==> src/rtl/apb_pkg.sv <==
// Shared definitions for the APB register bank: FSM encoding, bus byte geometry
// and the decode error causes.
package apb_pkg;

    typedef enum logic [1:0] {
        ST_IDLE   = 2'd0,
        ST_WAIT   = 2'd1,
        ST_ACCESS = 2'd2
    } apb_state_e;

    localparam int APB_BYTE_W = 8;
    localparam int APB_STRB_W = 32 / APB_BYTE_W;

    typedef enum logic [1:0] {
        ERR_RANGE  = 2'd0,
        ERR_ALIGN  = 2'd1,
        ERR_RO     = 2'd2,
        ERR_RDSTRB = 2'd3
    } apb_err_e;

    localparam int APB_ERR_N = 4;

    // One bit per cause so a waveform shows why a transfer was rejected.
    function automatic logic [APB_ERR_N-1:0] err_set(
        input logic range_bad,
        input logic align_bad,
        input logic ro_bad,
        input logic rdstrb_bad
    );
        logic [APB_ERR_N-1:0] m;
        m             = '0;
        m[ERR_RANGE]  = range_bad;
        m[ERR_ALIGN]  = align_bad;
        m[ERR_RO]     = ro_bad;
        m[ERR_RDSTRB] = rdstrb_bad;
        return m;
    endfunction

endpackage

==> src/rtl/apb_slave_regbank_if.sv <==
// APB4 completer-side bus bundle; the master modport drives requests, the
// slave modport returns PREADY/PRDATA/PSLVERR.
interface apb_slave_regbank_if
    import apb_pkg::*;
#(
    parameter int APB_ADDR_WIDTH = 32,
    parameter int APB_DATA_WIDTH = 32
);
    logic                                 apb_psel_in;
    logic                                 apb_penable_in;
    logic                                 apb_write_in;
    logic [APB_ADDR_WIDTH-1:0]            apb_addr_in;
    logic [APB_DATA_WIDTH-1:0]            apb_wdata_in;
    logic [APB_DATA_WIDTH/APB_BYTE_W-1:0] apb_strb_in;
    logic [2:0]                           apb_prot_in;
    logic                                 apb_ready_out;
    logic [APB_DATA_WIDTH-1:0]            apb_rdata_out;
    logic                                 apb_slverr_out;

    modport master (
        output apb_psel_in, apb_penable_in, apb_write_in, apb_addr_in,
               apb_wdata_in, apb_strb_in, apb_prot_in,
        input  apb_ready_out, apb_rdata_out, apb_slverr_out
    );

    modport slave (
        input  apb_psel_in, apb_penable_in, apb_write_in, apb_addr_in,
               apb_wdata_in, apb_strb_in, apb_prot_in,
        output apb_ready_out, apb_rdata_out, apb_slverr_out
    );
endinterface

==> src/rtl/apb_wait_counter.sv <==
// 4-bit loadable down-counter pacing APB wait states; done flags the last
// wait cycle.
module apb_wait_counter (
    input  logic       apb_clk_in,
    input  logic       apb_rstn_in,
    input  logic       load,
    input  logic [3:0] load_val,
    input  logic       dec,
    output logic       done
);
    logic [3:0] cnt_q;

    always_ff @(posedge apb_clk_in or negedge apb_rstn_in) begin
        if (!apb_rstn_in) begin
            cnt_q <= '0;
        end else if (load) begin
            cnt_q <= load_val;
        end else if (dec && (cnt_q != 4'd0)) begin
            cnt_q <= cnt_q - 4'd1;
        end
    end

    assign done = (cnt_q == 4'd1);
endmodule

==> src/rtl/apb_slave_regbank.sv <==
// APB4 completer exposing a bank of control registers; register 0 reads the
// live status input. Optional wait states compiled in with APB_SLAVE_WAIT_EN.
module apb_slave_regbank
    import apb_pkg::*;
#(
    parameter int APB_DATA_WIDTH = 32,
    parameter int APB_ADDR_WIDTH = 32,
    parameter int NUM_REGS       = 8,
    parameter int WAIT_CYCLES    = 0
) (
    input  logic                               apb_clk_in,
    input  logic                               apb_rstn_in,
    apb_slave_regbank_if.slave                 apb,
    input  logic [APB_DATA_WIDTH-1:0]          status_in,
    output logic [NUM_REGS*APB_DATA_WIDTH-1:0] reg_data_out,
    output logic [NUM_REGS-1:0]                reg_wr_pulse_out
);
    localparam int W         = APB_DATA_WIDTH;
    localparam int A         = APB_ADDR_WIDTH;
    localparam int STRB_W    = W / APB_BYTE_W;
    localparam int IDX_W     = A - 2;
    localparam int REG_IDX_W = $clog2(NUM_REGS);
`ifdef APB_SLAVE_WAIT_EN
    localparam int WAIT_N    = WAIT_CYCLES;
    localparam logic [3:0] WAIT_LD = 4'(WAIT_CYCLES);
`else
    localparam int WAIT_N    = 0;
`endif

    // ---- address/strobe decode of the bus as currently presented ----
    logic [IDX_W-1:0]     dec_idx_full;
    logic [REG_IDX_W-1:0] dec_idx;
    logic [APB_ERR_N-1:0] dec_causes;
    logic                 dec_err;
    logic                 setup_seen;

    assign dec_idx_full = apb.apb_addr_in[A-1:2];
    assign dec_idx      = dec_idx_full[REG_IDX_W-1:0];
    assign dec_causes   = err_set(dec_idx_full >= IDX_W'(NUM_REGS),
                                  apb.apb_addr_in[1:0] != 2'b00,
                                  apb.apb_write_in && (dec_idx_full == '0),
                                  !apb.apb_write_in && (|apb.apb_strb_in));
    assign dec_err      = |dec_causes;
    assign setup_seen   = apb.apb_psel_in && !apb.apb_penable_in;

    logic unused_prot;
    assign unused_prot = ^apb.apb_prot_in;

    // ---- transfer latched at the setup edge ----
    logic                 lat_err_q;
    logic                 lat_write_q;
    logic [REG_IDX_W-1:0] lat_idx_q;
    logic [W-1:0]         lat_wdata_q;
    logic [STRB_W-1:0]    lat_strb_q;
    logic [W-1:0]         lat_status_q;

    apb_state_e state_q, state_d;
    logic       load_xfer, go_access, drop_out, commit;
    logic       cnt_done;

`ifdef APB_SLAVE_WAIT_EN
    apb_wait_counter u_wait_counter (
        .apb_clk_in  (apb_clk_in),
        .apb_rstn_in (apb_rstn_in),
        .load        (load_xfer),
        .load_val    (WAIT_LD),
        .dec         (state_q == ST_WAIT),
        .done        (cnt_done)
    );
`else
    assign cnt_done = 1'b0;
`endif

    always_ff @(posedge apb_clk_in or negedge apb_rstn_in) begin
        if (!apb_rstn_in) begin
            state_q <= ST_IDLE;
        end else begin
            state_q <= state_d;
        end
    end

    always_comb begin
        state_d   = state_q;
        load_xfer = 1'b0;
        go_access = 1'b0;
        drop_out  = 1'b0;
        commit    = 1'b0;
        unique case (state_q)
            ST_IDLE: begin
                if (setup_seen) begin
                    load_xfer = 1'b1;
                    if (WAIT_N == 0) begin
                        state_d   = ST_ACCESS;
                        go_access = 1'b1;
                    end else begin
                        state_d = ST_WAIT;
                    end
                end
            end
`ifdef APB_SLAVE_WAIT_EN
            ST_WAIT: begin
                if (!apb.apb_psel_in) begin
                    state_d = ST_IDLE;
                end else if (cnt_done) begin
                    state_d   = ST_ACCESS;
                    go_access = 1'b1;
                end
            end
`endif
            ST_ACCESS: begin
                drop_out = 1'b1;
                if (!apb.apb_psel_in) begin
                    state_d = ST_IDLE;
                end else if (apb.apb_penable_in) begin
                    commit  = lat_write_q && !lat_err_q;
                    state_d = ST_IDLE;
                end else begin
                    // Master skipped straight to a new setup phase.
                    load_xfer = 1'b1;
                    if (WAIT_N == 0) begin
                        state_d   = ST_ACCESS;
                        go_access = 1'b1;
                    end else begin
                        state_d = ST_WAIT;
                    end
                end
            end
            default: state_d = ST_IDLE;
        endcase
    end

    always_ff @(posedge apb_clk_in or negedge apb_rstn_in) begin
        if (!apb_rstn_in) begin
            lat_err_q   <= 1'b0;
            lat_write_q <= 1'b0;
        end else if (load_xfer) begin
            lat_err_q   <= dec_err;
            lat_write_q <= apb.apb_write_in;
        end
    end

    always_ff @(posedge apb_clk_in) begin
        if (load_xfer) begin
            lat_idx_q    <= dec_idx;
            lat_wdata_q  <= apb.apb_wdata_in;
            lat_strb_q   <= apb.apb_strb_in;
            lat_status_q <= status_in;
        end
    end

    // ---- response source: live decode on a zero-wait setup, else the latch ----
    logic                 src_err, src_write;
    logic [REG_IDX_W-1:0] src_idx;
    logic [W-1:0]         src_status, src_rdata;
    logic [W-1:0]         regs_q [1:NUM_REGS-1];

    assign src_err    = load_xfer ? dec_err : lat_err_q;
    assign src_write  = load_xfer ? apb.apb_write_in : lat_write_q;
    assign src_idx    = load_xfer ? dec_idx : lat_idx_q;
    assign src_status = load_xfer ? status_in : lat_status_q;

    always_comb begin
        src_rdata = src_status;
        for (int i = 1; i < NUM_REGS; i++) begin
            if (src_idx == REG_IDX_W'(i)) begin
                src_rdata = regs_q[i];
            end
        end
    end

    logic         ready_q, slverr_q;
    logic [W-1:0] rdata_q;

    always_ff @(posedge apb_clk_in or negedge apb_rstn_in) begin
        if (!apb_rstn_in) begin
            ready_q  <= 1'b0;
            slverr_q <= 1'b0;
            rdata_q  <= '0;
        end else if (go_access) begin
            ready_q  <= 1'b1;
            slverr_q <= src_err;
            rdata_q  <= (src_err || src_write) ? '0 : src_rdata;
        end else if (drop_out) begin
            ready_q  <= 1'b0;
            slverr_q <= 1'b0;
            rdata_q  <= '0;
        end
    end

    assign apb.apb_ready_out  = ready_q;
    assign apb.apb_slverr_out = slverr_q;
    assign apb.apb_rdata_out  = rdata_q;

    // ---- register bank commit at the access-ending edge ----
    logic [NUM_REGS-1:0] wr_pulse_q;

    always_ff @(posedge apb_clk_in or negedge apb_rstn_in) begin
        if (!apb_rstn_in) begin
            for (int i = 1; i < NUM_REGS; i++) begin
                regs_q[i] <= '0;
            end
            wr_pulse_q <= '0;
        end else begin
            wr_pulse_q <= '0;
            for (int i = 1; i < NUM_REGS; i++) begin
                if (commit && (lat_idx_q == REG_IDX_W'(i))) begin
                    wr_pulse_q[i] <= 1'b1;
                    for (int b = 0; b < STRB_W; b++) begin
                        if (lat_strb_q[b]) begin
                            regs_q[i][b*APB_BYTE_W +: APB_BYTE_W] <=
                                lat_wdata_q[b*APB_BYTE_W +: APB_BYTE_W];
                        end
                    end
                end
            end
        end
    end

    assign reg_wr_pulse_out = wr_pulse_q;
    assign reg_data_out[0 +: W] = status_in;
    for (genvar g = 1; g < NUM_REGS; g++) begin : g_reg_out
        assign reg_data_out[g*W +: W] = regs_q[g];
    end

    a_err_needs_ready : assert property (
        @(posedge apb_clk_in) disable iff (!apb_rstn_in) slverr_q |-> ready_q);
    a_pulse_onehot : assert property (
        @(posedge apb_clk_in) disable iff (!apb_rstn_in) $onehot0(wr_pulse_q));
endmodule

==> src/flat_wrapper.sv <==
// flat-port wrapper written by rule: the top's interface ports become plain ports
module apb_slave_regbank_flat import apb_pkg::*;
#(
    parameter int APB_DATA_WIDTH = 32,
    parameter int APB_ADDR_WIDTH = 32,
    parameter int NUM_REGS       = 8,
    parameter int WAIT_CYCLES    = 0
)
  (apb_clk_in, apb_rstn_in, status_in, reg_data_out, reg_wr_pulse_out, apb_apb_psel_in, apb_apb_penable_in, apb_apb_write_in, apb_apb_addr_in, apb_apb_wdata_in, apb_apb_strb_in, apb_apb_prot_in, apb_apb_ready_out, apb_apb_rdata_out, apb_apb_slverr_out);
  apb_slave_regbank_if #(.APB_ADDR_WIDTH(APB_ADDR_WIDTH), .APB_DATA_WIDTH(APB_DATA_WIDTH)) apb_i ();
  input  logic apb_clk_in;
  input  logic apb_rstn_in;
  input  logic [APB_DATA_WIDTH-1:0] status_in;
  output logic [NUM_REGS*APB_DATA_WIDTH-1:0] reg_data_out;
  output logic [NUM_REGS-1:0] reg_wr_pulse_out;
  input wire logic [$bits(apb_i.apb_psel_in)-1:0] apb_apb_psel_in;
  input wire logic [$bits(apb_i.apb_penable_in)-1:0] apb_apb_penable_in;
  input wire logic [$bits(apb_i.apb_write_in)-1:0] apb_apb_write_in;
  input wire logic [$bits(apb_i.apb_addr_in)-1:0] apb_apb_addr_in;
  input wire logic [$bits(apb_i.apb_wdata_in)-1:0] apb_apb_wdata_in;
  input wire logic [$bits(apb_i.apb_strb_in)-1:0] apb_apb_strb_in;
  input wire logic [$bits(apb_i.apb_prot_in)-1:0] apb_apb_prot_in;
  output wire logic [$bits(apb_i.apb_ready_out)-1:0] apb_apb_ready_out;
  output wire logic [$bits(apb_i.apb_rdata_out)-1:0] apb_apb_rdata_out;
  output wire logic [$bits(apb_i.apb_slverr_out)-1:0] apb_apb_slverr_out;
  assign apb_i.apb_psel_in = apb_apb_psel_in;
  assign apb_i.apb_penable_in = apb_apb_penable_in;
  assign apb_i.apb_write_in = apb_apb_write_in;
  assign apb_i.apb_addr_in = apb_apb_addr_in;
  assign apb_i.apb_wdata_in = apb_apb_wdata_in;
  assign apb_i.apb_strb_in = apb_apb_strb_in;
  assign apb_i.apb_prot_in = apb_apb_prot_in;
  assign apb_apb_ready_out = apb_i.apb_ready_out;
  assign apb_apb_rdata_out = apb_i.apb_rdata_out;
  assign apb_apb_slverr_out = apb_i.apb_slverr_out;
  apb_slave_regbank #(.APB_DATA_WIDTH(APB_DATA_WIDTH), .APB_ADDR_WIDTH(APB_ADDR_WIDTH), .NUM_REGS(NUM_REGS), .WAIT_CYCLES(WAIT_CYCLES)) u_core (.apb_clk_in(apb_clk_in), .apb_rstn_in(apb_rstn_in), .apb(apb_i), .status_in(status_in), .reg_data_out(reg_data_out), .reg_wr_pulse_out(reg_wr_pulse_out));
endmodule
==> config.mk <==
export PLATFORM = sky130hd
export DESIGN_NAME = apb_slave_regbank_flat
export DESIGN_NICKNAME = d
export VERILOG_FILES = /design/src/rtl/apb_pkg.sv /design/src/rtl/apb_slave_regbank_if.sv /design/src/rtl/apb_wait_counter.sv /design/src/rtl/apb_slave_regbank.sv /design/src/flat_wrapper.sv
export SDC_FILE = /design/constraint.sdc
export NUM_CORES = 1
export LEC_CHECK = 0
export BUFFER_PORTS_ARGS = -buffer_cell sky130_fd_sc_hd__buf_2
export CORE_MARGIN = 2
export CORE_UTILIZATION = 50
export CTS_CLUSTER_SIZE = 8
export DETAILED_ROUTE_END_ITERATION = 8
export GPL_TIMING_DRIVEN = 1
export PLACE_DENSITY = 0.81
export SLEW_MARGIN = 15
export SYNTH_ARGS = -nofsm -noshare
export SYNTH_HDL_FRONTEND = slang
export SYNTH_HIERARCHICAL = 1
export SYNTH_SLANG_ARGS = --single-unit
==> constraint.sdc <==
create_clock -name apb_clk_in -period 2.8 [get_ports apb_clk_in]
set_input_delay 0.7 -clock apb_clk_in [delete_from_list [all_inputs] [get_ports apb_clk_in]]
set_output_delay 0.7 -clock apb_clk_in [all_outputs]
set_load 0.05 [all_outputs]
# == Word-level counts from Yosys, hierarchy flattened ==
# Index checks and enable logic that the tools add are counted.
# totals
register_bits,340
inputBits,108
# op_classes
order_cmp,1
n_reduce_logical,49
n_mux,36
n_eq_ne,16
# op_table
cell,n
32-bit 2-to-1 mux,11
2-bit AND reduction,28
"30-bit by 4-bit greater-or-equal comparator with 1-bit output, second input constant",1
30-bit zero test,1
"3-bit == test, second input constant",8
1-bit 2-to-1 mux,19
"3-bit by 2-bit == test with 1-bit output, second input constant",4
1-bit logical AND,11
4-bit OR reduction,2
"3-bit by 1-bit == test with 1-bit output, second input constant",2
2-bit 2-to-1 mux,3
2-bit case mux with 2 select lines,1
2-bit nonzero test,2
1-bit zero test,3
3-bit 2-to-1 mux,1
"2-bit == test, second input constant",1
2-bit zero test,1
"2-bit by 1-bit inequality test with 1-bit output, second input constant",1
1-bit case mux with 2 select lines,1
1-bit logical OR,1

# == Depth between registers and ports, before layout ==
# Gate-level depths: netlist of run 1.
# depth
word_depth,15
mapped_depth,9
depth_no_buf,7

# == Worst setup path before layout of run 1 ==
# No wires, ideal clock.
# synth_timing
path_kind,input to register
startpoint,input port apb_apb_penable_in
endpoint,register u_core.lat_strb_q[0] (enable)
cell_stages,5
t_arrival_ps,2553
path_slack_ps,-165
path_cell_list,nand2b_4 -> buf_4 -> inv_1 -> clkbuf_1 -> clkbuf_1
# synth_between
elab_chain_len,4
elab_cells_between_ends,6
cone_classes,mux (4); reduce/logical (2)
# synth_lines
element,line_no,text
from (decl),flat_wrapper.sv:17,input wire logic [$bits(apb_i.apb_penable_in)-1:0] apb_apb_penable_in;
1-bit zero test,apb_slave_regbank.sv:44,assign setup_seen = apb.apb_psel_in && !apb.apb_penable_in;
1-bit logical AND,apb_slave_regbank.sv:44,
1-bit 2-to-1 mux,-,
1-bit case mux with 2 select lines (*),-,
net u_core.go_access,apb_slave_regbank.sv:58,"logic load_xfer, go_access, drop_out, commit;"
to (signal assigned),apb_slave_regbank.sv:146,lat_strb_q <= apb.apb_strb_in;
to (decl),apb_slave_regbank.sv:54,logic [STRB_W-1:0] lat_strb_q;
# Mark *: on every way through the listed nets, which the timed path passes. The rest lies on a longest branch.
# A chain may end at the register's enable or synchronous reset.

# == Final worst setup path of run 1 ==
# layout_timing
startpoint,register u_core.lat_idx_q[1]
endpoint,register u_core.rdata_q[8] (netlist: u_core/apb.apb_rdata_out[8])
# layout_between
elab_chain_len,11
elab_cells_between_ends,17
cone_classes,eq/ne (7); mux (10)
# layout_lines
element,line_no,text
from (decl),apb_slave_regbank.sv:52,logic [REG_IDX_W-1:0] lat_idx_q;
from (signal assigned),apb_slave_regbank.sv:144,lat_idx_q <= dec_idx;
3-bit 2-to-1 mux (*),apb_slave_regbank.sv:159,assign src_idx = load_xfer ? dec_idx : lat_idx_q;
3-bit by 1-bit == test with 1-bit output,apb_slave_regbank.sv:165,if (src_idx == REG_IDX_W'(i)) begin
32-bit 2-to-1 mux (6 in a row),apb_slave_regbank.sv:165,
32-bit 2-to-1 mux (*),apb_slave_regbank.sv:165,
32-bit 2-to-1 mux (*),apb_slave_regbank.sv:182,rdata_q <= (src_err || src_write) ? '0 : src_rdata;
32-bit 2-to-1 mux (*),apb_slave_regbank.sv:179,end else if (go_access) begin
to (signal assigned),apb_slave_regbank.sv:182,
to (decl),apb_slave_regbank.sv:172,logic [W-1:0] rdata_q;
# Every way passes the cells marked *; elsewhere a longest branch is shown, timed or not.

==> metrics list, run 1 <==
* Crit path time final: 2.565 ns
- After layout, the worst setup slack is ~0.23 ns.
* Post-Syn Area: 16230 um2
* Detailed Routing Iterations Pass 1: 6
- Async set-reset flop share out of synthesis: between 70% and 80%
- Setup repair after global routing missed its margin: false
- Of all nets on the critical path, the largest fanout is 39.
- Switch share: a little under a third
- The routed design has ~54000 um of wire.
* Max-cap violations: 0
- GRT Total Usage: 31.44%
- Syn Inst Count: 1473
- A synthesized cell averages 11.02 um2.
* Fin nets: just under 2000
* I/O pin cnt: about 410
- Before CTS, the worst setup slack after placement is -0.01420 ns.
- Counting buffers and inverters, the worst setup path is 6 cells deep.
- Starting density of the core: 51.04%
* Post-detailed-route count of antenna-violating nets: 0
* DR WL/cell: 23.72 um
- Summing all multi-input logic gate instances after layout gives around 6900 um2.
- The final hold violation count came to 0.
- Synth top area share: 41.32%
- The setup path with the least slack is of type flop to flop.
* Clock slew at reported path FFs: roughly 0.050 ns
* Highest metal used: met4
- Worst hold slack after final layout: ~0.13 ns
* Static power due to leakage: roughly 10 nW
* CTS tree: done
- Crit Reg-Reg Startpoint: u_core/lat_idx_q[1]$_DFF_P_
- Routability congestion estimate: roughly 0.83
- Fraction of power consumed by the clock network: roughly 41%
- The worst register-to-register path ends at u_core/apb.apb_rdata_out[8]$_DFFE_PN0P_.
- The later pin in the worst-skew pair is clocked with a latency of ~0.54 ns.
* Number of sinks handled by clock tree synthesis: approximately 340
- On the critical path the largest part of the delay comes from compound AO/OA/AOI/OAI gates.
- Number of fill cells in the layout: roughly 2400
- Cell seen most often among critical-path stages: a21oi_1
* Synthesized Nets: between 1500 and 2000
- In this run the worst hold path is classified as primary input to async pin.
- Via count of the first global-routing pass: ~15000
* Leading area contributor after synthesis: dfrtp_1
- The detailed router put a total of between 20000 and 25000 um of wire on met1.
* Area taken by flip-flops and latches: 8491 um2
* Count of flip-flops with a built-in enable after synthesis: 36
- CP startpoint: u_core/lat_idx_q[1]$_DFF_P_
- Share of final-layout standard cells stronger than drive strength 1: roughly two fifths
- The worst register-to-register path has a depth of 6.
- Dividing total power by cell area gives a power density of roughly 650 nW/um2.
- Together, buffers and inverters on the worst path number 1.
* Share of power burned in combinational logic: around 18%
- Final critical-path share of the clock period: roughly 90%
- Series of cell instances along the critical path: buf_4 -> a31o_2 -> a21oi_1 -> o21ai_0 -> a21oi_1 -> o21ai_1
- Using the TritonRoute via totals, the vias-per-cell ratio works out to ~6.3.
- Reg-to-reg setup timing slack: around 0.23 ns
- Entering global routing, the biggest net connects 96 pins.
- CTS resizes: 0
- CTS root buf: clkbuf_16
- Wire length on met2: around 26000 um
- Buffers inserted to repair hold after CTS numbered 0.
* Standard cell with the maximum stage delay on the critical path: a31o_2
* Total via count after detailed routing: 14540
* Clock Skew: approximately 0.015 ns
- The internal portion of the total power is between 9 and 10 mW.
- Summed over all layers, the global routing overflow is 0.
- In this run, synthesis produced a sequential element count of 339.
* Die ar.: roughly 34000 um2
- # Post-CTS Setup Buffers: 0
- Remaining design rule violation count: 0
- For this run, the top clock speed supported by timing is 0.3898 GHz.
- Synthesis warning total: 6
- From synthesis to final layout, the design area changed by 23.23%.
- Switching power total: just under 4 mW
- After legalization and detailed placement, the total HPWL measured about 36000 um.
- Number of levels the H-tree was split into: 2
- CP Data Arrival Time: between 3 and 4 ns
- The clock passes through at most 3 buffers.
- Rel. slew slack: roughly a quarter
* Synth cell types: 48
* Kind of capture point of the worst setup path: flop
* Setup-failing EPs final: 0
* Total clock buffers created by CTS: 48
* Crit path launch type: flop
* DR iter-0 viols: roughly 1500
* Worst Tran Pin Value: 1.131 ns
- Result of the run: finished clean
- In this run, flip-flops and latches consume roughly 41% of the power.
* Worst vdd rail ir drop: 0.5008 mV
- Highest cell delay on the worst timing path: a little over 0.9 ns
* Met3 wirelength from detailed routing: a little over 5000 um
- Measured along the x axis, the die boundary spans 184.2 um.
* First-pass GRT wire length: 82470 um
- Initial antenna violation count: 1
- Top post-synthesis cells by area: dfrtp_1 (41%), mux2_2 (15%), edfxtp_1 (6.7%)
- Count of port buffers added during placement: roughly 400
* Max-slew violation count: 0
- The floorplan has 65 rows.
- Core ar.: roughly 32000 um2
- Sequential cell area fraction in the yosys report: 52.30%
* Vertical die dimension: between 150 and 200 um
- The most critical setup path has its endpoint at u_core/apb.apb_rdata_out[8]$_DFFE_PN0P_.
- Dominant synthesized flop cell: dfrtp_1
- CP Data Required Time: between 3 and 4 ns
-- cell usage in the layout (no fill, tap or decap), types with 39 or more instances in the layout --
master	synthesis	final
buf_2	31	400
dfrtp_1	268	268
mux2_2	212	212
o21ai_0	99	99
nand2_1	100	98
a21oi_1	96	96
nand3_1	64	64
o22ai_1	64	64
clkbuf_16	0	49
nor2_1	40	39
-- logic make-up after synthesis --
group | Yosys count | synth area share [%]
buffers and inverters | 183 | 5.289
and+or+nand+nor | 297 | 9.606
muxes | 226 | 15.93
AOI/OAI and AO/OA | 427 | 16.85
other | 1 | 0.02311
DFF | 339 | 52.30
-- metrics by stage --
stage / util (%) / setup TNS [ns] / instances / power [mW] / area (um2)
6_report: 62.89 / 0 / 2296 / 13.10 / 20000
5_1_grt: 62.89 / 0 / 2296 / 13.53 / 20000
4_1_cts: 62.80 / 0 / 2294 / 13.09 / 19970
3_5_place_dp: 58.39 / -0.01420 / 2204 / 7.688 / 18570
3_3_place_gp: 58.39 / 0 / 2204 / 7.602 / 18570
2_1_floorplan: - / 0 / 1473 / 6.932 / 16230
-- worst reg2reg max path, stage by stage, from the launching register on --
cell	delay [ns]
dfxtp_2	0.33
buf_4	0.51
a31o_2	0.94
a21oi_1	0.20
o21ai_0	0.28
a21oi_1	0.11
o21ai_1	0.13
-- synthesized netlist by cell type (2+ instances only) --
cell,instances
dfrtp_1,268
mux2_2,212
nand2_1,100
o21ai_0,99
a21oi_1,96
clkbuf_1,68
nand3_1,64
o22ai_1,64
nor2_1,40
edfxtp_1,36
inv_1,36
buf_4,35
dfxtp_1,35
a211o_1,32
a311oi_1,32
nand3b_1,32
nor3b_1,32
o2111ai_1,32
o21ai_1,32
o311ai_0,32
buf_2,31
buf_1,10
mux2_4,8
nor4_1,8
mux2_1,4
nand2_4,4
nor2_2,3
a21o_1,2
a31oi_1,2
inv_2,2
nand2b_1,2
nand4_1,2
nor4b_1,2
or2_1,2
-- power by group through the flow --
| stage | Combinational [mW] | Sequential, mW | Clock, mW |
|---|---|---|---|
| global route | 2.48 | 5.38 | 5.67 |
| CTS | 2.27 | 5.35 | 5.47 |
| floorplan | 1.21 | 5.72 | 0 |
| finish | 2.33 | 5.36 | 5.41 |
| global placement | 2.18 | 5.42 | 0 |
| detailed placement | 2.25 | 5.44 | 0 |
-- final cells by class --
| class | instances | share of cell area (%) |
|---|---|---|
| flip-flops and latches | 339 | 42.45 |
| clock inverters | 2 | 0.08759 |
| diodes | 1 | 0.01251 |
| repair buffers | 442 | 12.35 |
| multi-input cells | 951 | 34.73 |
| well taps | 435 | 2.721 |
| clock buffers | 88 | 6.913 |
| inverters | 38 | 0.7257 |
-- sequential cells by signal (all words and copies together), names as in the netlist --
signal and flops:
u_core/reg_wr_pulse_out 7, u_core/apb.apb_slverr_out 1, u_core/lat_write_q 1, u_core/apb.apb_ready_out 1, u_core/lat_err_q 1, u_core/lat_idx_q 3
u_core/lat_wdata_q 32, u_core/apb.apb_rdata_out 32, u_core/state_q 1, u_core/reg_data_out 224, u_core/lat_status_q 32, u_core/lat_strb_q 4
-- worst min-delay path by stage --
stage,start,endpoint,slack [ns],cells after the start
after floorplan,apb_rstn_in,u_core/apb.apb_rdata_out[0]$_DFFE_PN0P_,0.40,0
after global placement,u_core/lat_write_q$_DFF_PN0_,u_core/lat_write_q$_DFF_PN0_,0.45,2
after detailed placement,u_core/lat_write_q$_DFF_PN0_,u_core/lat_write_q$_DFF_PN0_,0.45,2
after CTS,apb_rstn_in,u_core/reg_data_out[40]$_DFFE_PN0P_,0.15,1
after global routing,apb_rstn_in,u_core/apb.apb_ready_out$_DFFE_PN0P_,0.17,1
final,apb_rstn_in,u_core/apb.apb_ready_out$_DFFE_PN0P_,0.13,1
-- per-layer routing --
metal | up-vias | GRT usage (%)
met3 | 204 | 5.552
met4 | 0 | 17.12
met2 | 958 | 53.06
met1 | 7189 | 38.44
li1 | 6192 | -
met5 | - | 0
Power figures use the tool's default switching activity.
==> inputs of run 2 (changes only) <==
--- a/config.mk
+++ b/config.mk
@@ -6,6 +6,7 @@
 export NUM_CORES = 1
 export LEC_CHECK = 0
 export BUFFER_PORTS_ARGS = -buffer_cell sky130_fd_sc_hd__buf_2
+export CAP_MARGIN = 25
 export CORE_MARGIN = 2
 export CORE_UTILIZATION = 50
 export CTS_CLUSTER_SIZE = 8
==> constraint.sdc (replaced) <==
create_clock -name apb_clk_in -period 3.15 [get_ports apb_clk_in]
set_input_delay 0.7875 -clock apb_clk_in [delete_from_list [all_inputs] [get_ports apb_clk_in]]
set_output_delay 0.7875 -clock apb_clk_in [all_outputs]
set_load 0.05 [all_outputs]
==> run 2 against run 1 <==
Compared with the run above:
- via count shrank 1.1%
- highest routed layer unchanged
- global-route usage shrank 0.18 points
- critical endpoint is now u_core/reg_data_out[95]$_DFFE_PN0P_
- setup slack gained 0.15 ns
- largest cell class unchanged
- critical path type unchanged
==> metrics list, run 2 (same netlist as run 1, synthesis figures left out) <==
* Hold-fix buffers, CTS: 0 (unchanged)
- The flip-flop count of the largest register after layout is 224 (unchanged).
- Most common cell after layout, fill and taps aside: buf_2 (unchanged)
- Rel. slew slack: 32.20% (was 24.39%)
* Setup repair after global routing missed its margin: false (unchanged)
- The global-route wire length before repair was 81430 um (was 82470 um).
- Clock Skew: 0.02911 ns (was 0.01479 ns)
- The critical register-to-register path endpoint was u_core/reg_data_out[95]$_DFFE_PN0P_ (was u_core/apb.apb_rdata_out[8]$_DFFE_PN0P_).
- Setup-failing EPs final: 0 (unchanged)
- Highest Clock Rate: 0.3621 GHz (was 0.3898 GHz)
- Post-layout worst setup margin: 0.3883 ns (was 0.2349 ns)
- The peak fanout along the critical path is 26 (was 39).
- Total clock buffers created by CTS: 48 (unchanged)
- The number of slew-limit violations in the final report came to 0 (unchanged).
- The TritonCTS clock tree is done (unchanged).
- The post-CTS repair timing setup buffer count came to 0 (unchanged).
* Reg-to-reg setup timing slack: 0.39 ns (was 0.23 ns)
* Filler-free cell count of the finished design: 2293 (was 2296)
- The category of the worst setup path launch point is a flop (unchanged).
- Final core utilization: 62.81% (was 62.89%)
- The final total negative setup slack is 0 ns (unchanged).
- The number of DRC markers after the initial detailed-route iteration is 1287 (was 1482).
- The number of antenna violations at the first check in global routing was 2 (was 1).
- GRT Total Usage: 31.26% (was 31.44%)
* Design internal power: 8.200 mW (was 9.164 mW)
- Clk Latency, worst-skew pair: 0.55 ns (was 0.54 ns)
- The capturing element type of the critical path is a flop (unchanged).
- Final critical-path share of the clock period: 87.67% (was 91.61%)
- Number of hold-slack violations in the final timing report: 0 (unchanged)
* Worst-case clock buffer depth: 3 (unchanged)
* Number of sinks handled by clock tree synthesis: 339 (unchanged)
* FP Rows: 65 (unchanged)
* Remaining design rule violation count: 0 (unchanged)
- Length in cells of the worst reg-to-reg path: 5 (was 6)
- Crit Reg-Reg Startpoint: u_core/lat_idx_q[1]$_DFF_P_ (unchanged)
- The last weighted congestion value of the routability-driven placer came to 0.8709 (was 0.8327).
- The buffer cell driving the clock tree root was clkbuf_16 (unchanged).
* Die Span X: 184.2 um (unchanged)
- Starting density of the core: 51.04% (unchanged)
- Commonest cells after routing, fill and taps aside: buf_2 (400), dfrtp_1 (268), mux2_2 (212), o21ai_0 (99), nand2_1 (98) (unchanged).
- CP Data Arrival Time: 3.18 ns (was 3.03 ns)
- Number of levels the H-tree was split into: 2 (unchanged)
* CP Data Required Time: 3.57 ns (was 3.26 ns)
- The final critical delay including setup and external delays was 2.762 ns (was 2.565 ns).
- The first-pass detailed-route iteration total was 5 (was 6).
- The number of vias in the routed layout is 14380 (was 14540).
* Worst hold slack after final layout: 0.2185 ns (was 0.1341 ns)
- Routed vias/inst: 6.272 (was 6.334)
- Post-placement setup slack: 0.3126 ns (was -0.01420 ns)
- The vertical extent of the die came to 184.2 um (unchanged).
- The post-detailed-route count of antenna-violating nets is 0 (unchanged).
- Result of the run: finished clean (unchanged)
* Fin nets: 1925 (was 1928)
- The net switching share of the total power came to 29.78% (was 30.04%).
- The leakage power summed over all cells was 9.990 nW (was 10.01 nW).
- The total power density per cell area was 584.7 nW/um2 (was 655.0 nW/um2).
- The sequential power share is 41.0% (was 40.9%).
- The switching power of the nets is 3.478 mW (was 3.935 mW).
* Class of the tightest hold or removal check: primary input to async pin (unchanged)
* Count of port buffers added during placement: 401 (unchanged)
- Critical path class: flop to flop (unchanged)
- The routed length per instance came to 23.72 um (about the same).
* Max-cap violations: 0 (unchanged)
- The placed instance count is 2201 (was 2204).
* Fraction of power consumed by the clock network: 41.5% (was 41.3%)
* Post-detail-place hpwl: 36350 um (was 36290 um)
* Routed WL: 54390 um (was 54470 um)
- The maximum VDD drop was 0.4077 mV (was 0.5008 mV).
* Share of power burned in combinational logic: 17.5% (was 17.8%)
- Via count of the first global-routing pass: 14260 (was 14650)
- Worst Tran Pin Value: 1.017 ns (was 1.131 ns)
- The die footprint is 33910 um2 (unchanged).
- The clock transition at the registers of the reported paths was 0.05 ns (about the same).
- The count of cells resized by post-cts repair is 0 (unchanged).
* Maximum number of pins on one net before global-route repair: 96 (unchanged)
* Core ar.: 31800 um2 (unchanged)
- I/O pin cnt: 406 (unchanged)
- The layout cell share with drive strength beyond 1 is 39.71% (was 39.78%).
- Layout area overhead: 23.07% (was 23.23%)
* Global route overflow: 0 (unchanged)
-- run 2: cell types whose count changed in the layout (fill, tap and decap cells not counted) --
cell	delta
buf_12	-3
buf_16	+1
buf_4	-1
bufinv_16	+1
clkbuf_1	-1
clkbuf_8	-1
diode_2	+1
-- run 2: stage by stage --
| stage | cell area, um2 | total power, mW |
|---|---|---|
| floorplan | 16230 | 6.162 |
| global placement | 18500 | 6.761 |
| detailed placement | 18530 | 6.841 |
| CTS | 19940 | 11.70 |
| global route | 19970 | 12.11 |
| finish | 19970 | 11.68 |
-- run 2: layout make-up --
class	instances	area, um2
repair buffers	439	2430
clock buffers	86	1365
clock inverters	3	47.55
multi-input cells	951	6947
fillers	2505	11830
inverters	38	145.1
well taps	435	544.3
flip-flops and latches	339	8491
diodes	2	5.005
-- run 2: worst max-delay path, cell delays in order, from the launching register on --
cell	delay [ns]
dfxtp_2	0.62
buf_4	0.45
nand2b_1	0.14
nor2_1	0.46
nand2_1	0.51
mux2_2	0.42
-- run 2: power by group through the flow --
| stage | clock network [mW] | logic [mW] | registers, mW |
|---|---|---|---|
| 3_3_place_gp | 0 | 1.92 | 4.84 |
| 4_1_cts | 4.91 | 2.00 | 4.78 |
| 3_5_place_dp | 0 | 1.99 | 4.85 |
| 2_1_floorplan | 0 | 1.08 | 5.08 |
| 5_1_grt | 5.13 | 2.17 | 4.81 |
| 6_report | 4.85 | 2.05 | 4.79 |
-- run 2: worst max path at each step --
stage	start	to	slack (ns)
floorplan	apb_apb_penable_in	u_core/lat_strb_q[0]$_DFFE_PN_	0.1
global placement	apb_apb_penable_in	u_core/apb.apb_rdata_out[18]$_DFFE_PN0P_	0.31
detailed placement	apb_apb_penable_in	u_core/apb.apb_rdata_out[2]$_DFFE_PN0P_	0.31
CTS	u_core/lat_idx_q[1]$_DFF_P_	u_core/reg_data_out[95]$_DFFE_PN0P_	0.39
global route	u_core/lat_idx_q[1]$_DFF_P_	u_core/reg_data_out[94]$_DFFE_PN0P_	0.28
finish	u_core/lat_idx_q[1]$_DFF_P_	u_core/reg_data_out[95]$_DFFE_PN0P_	0.39
-- run 2: routing by layer --
layer / vias up / track usage [%] / share of wire, %
met5: - / 0 / 0
met4: 0 / 15.71 / 4.7
met3: 175 / 5.888 / 9.1
met2: 957 / 52.35 / 49
met1: 7072 / 38.89 / 37
li1: 6177 / - / -
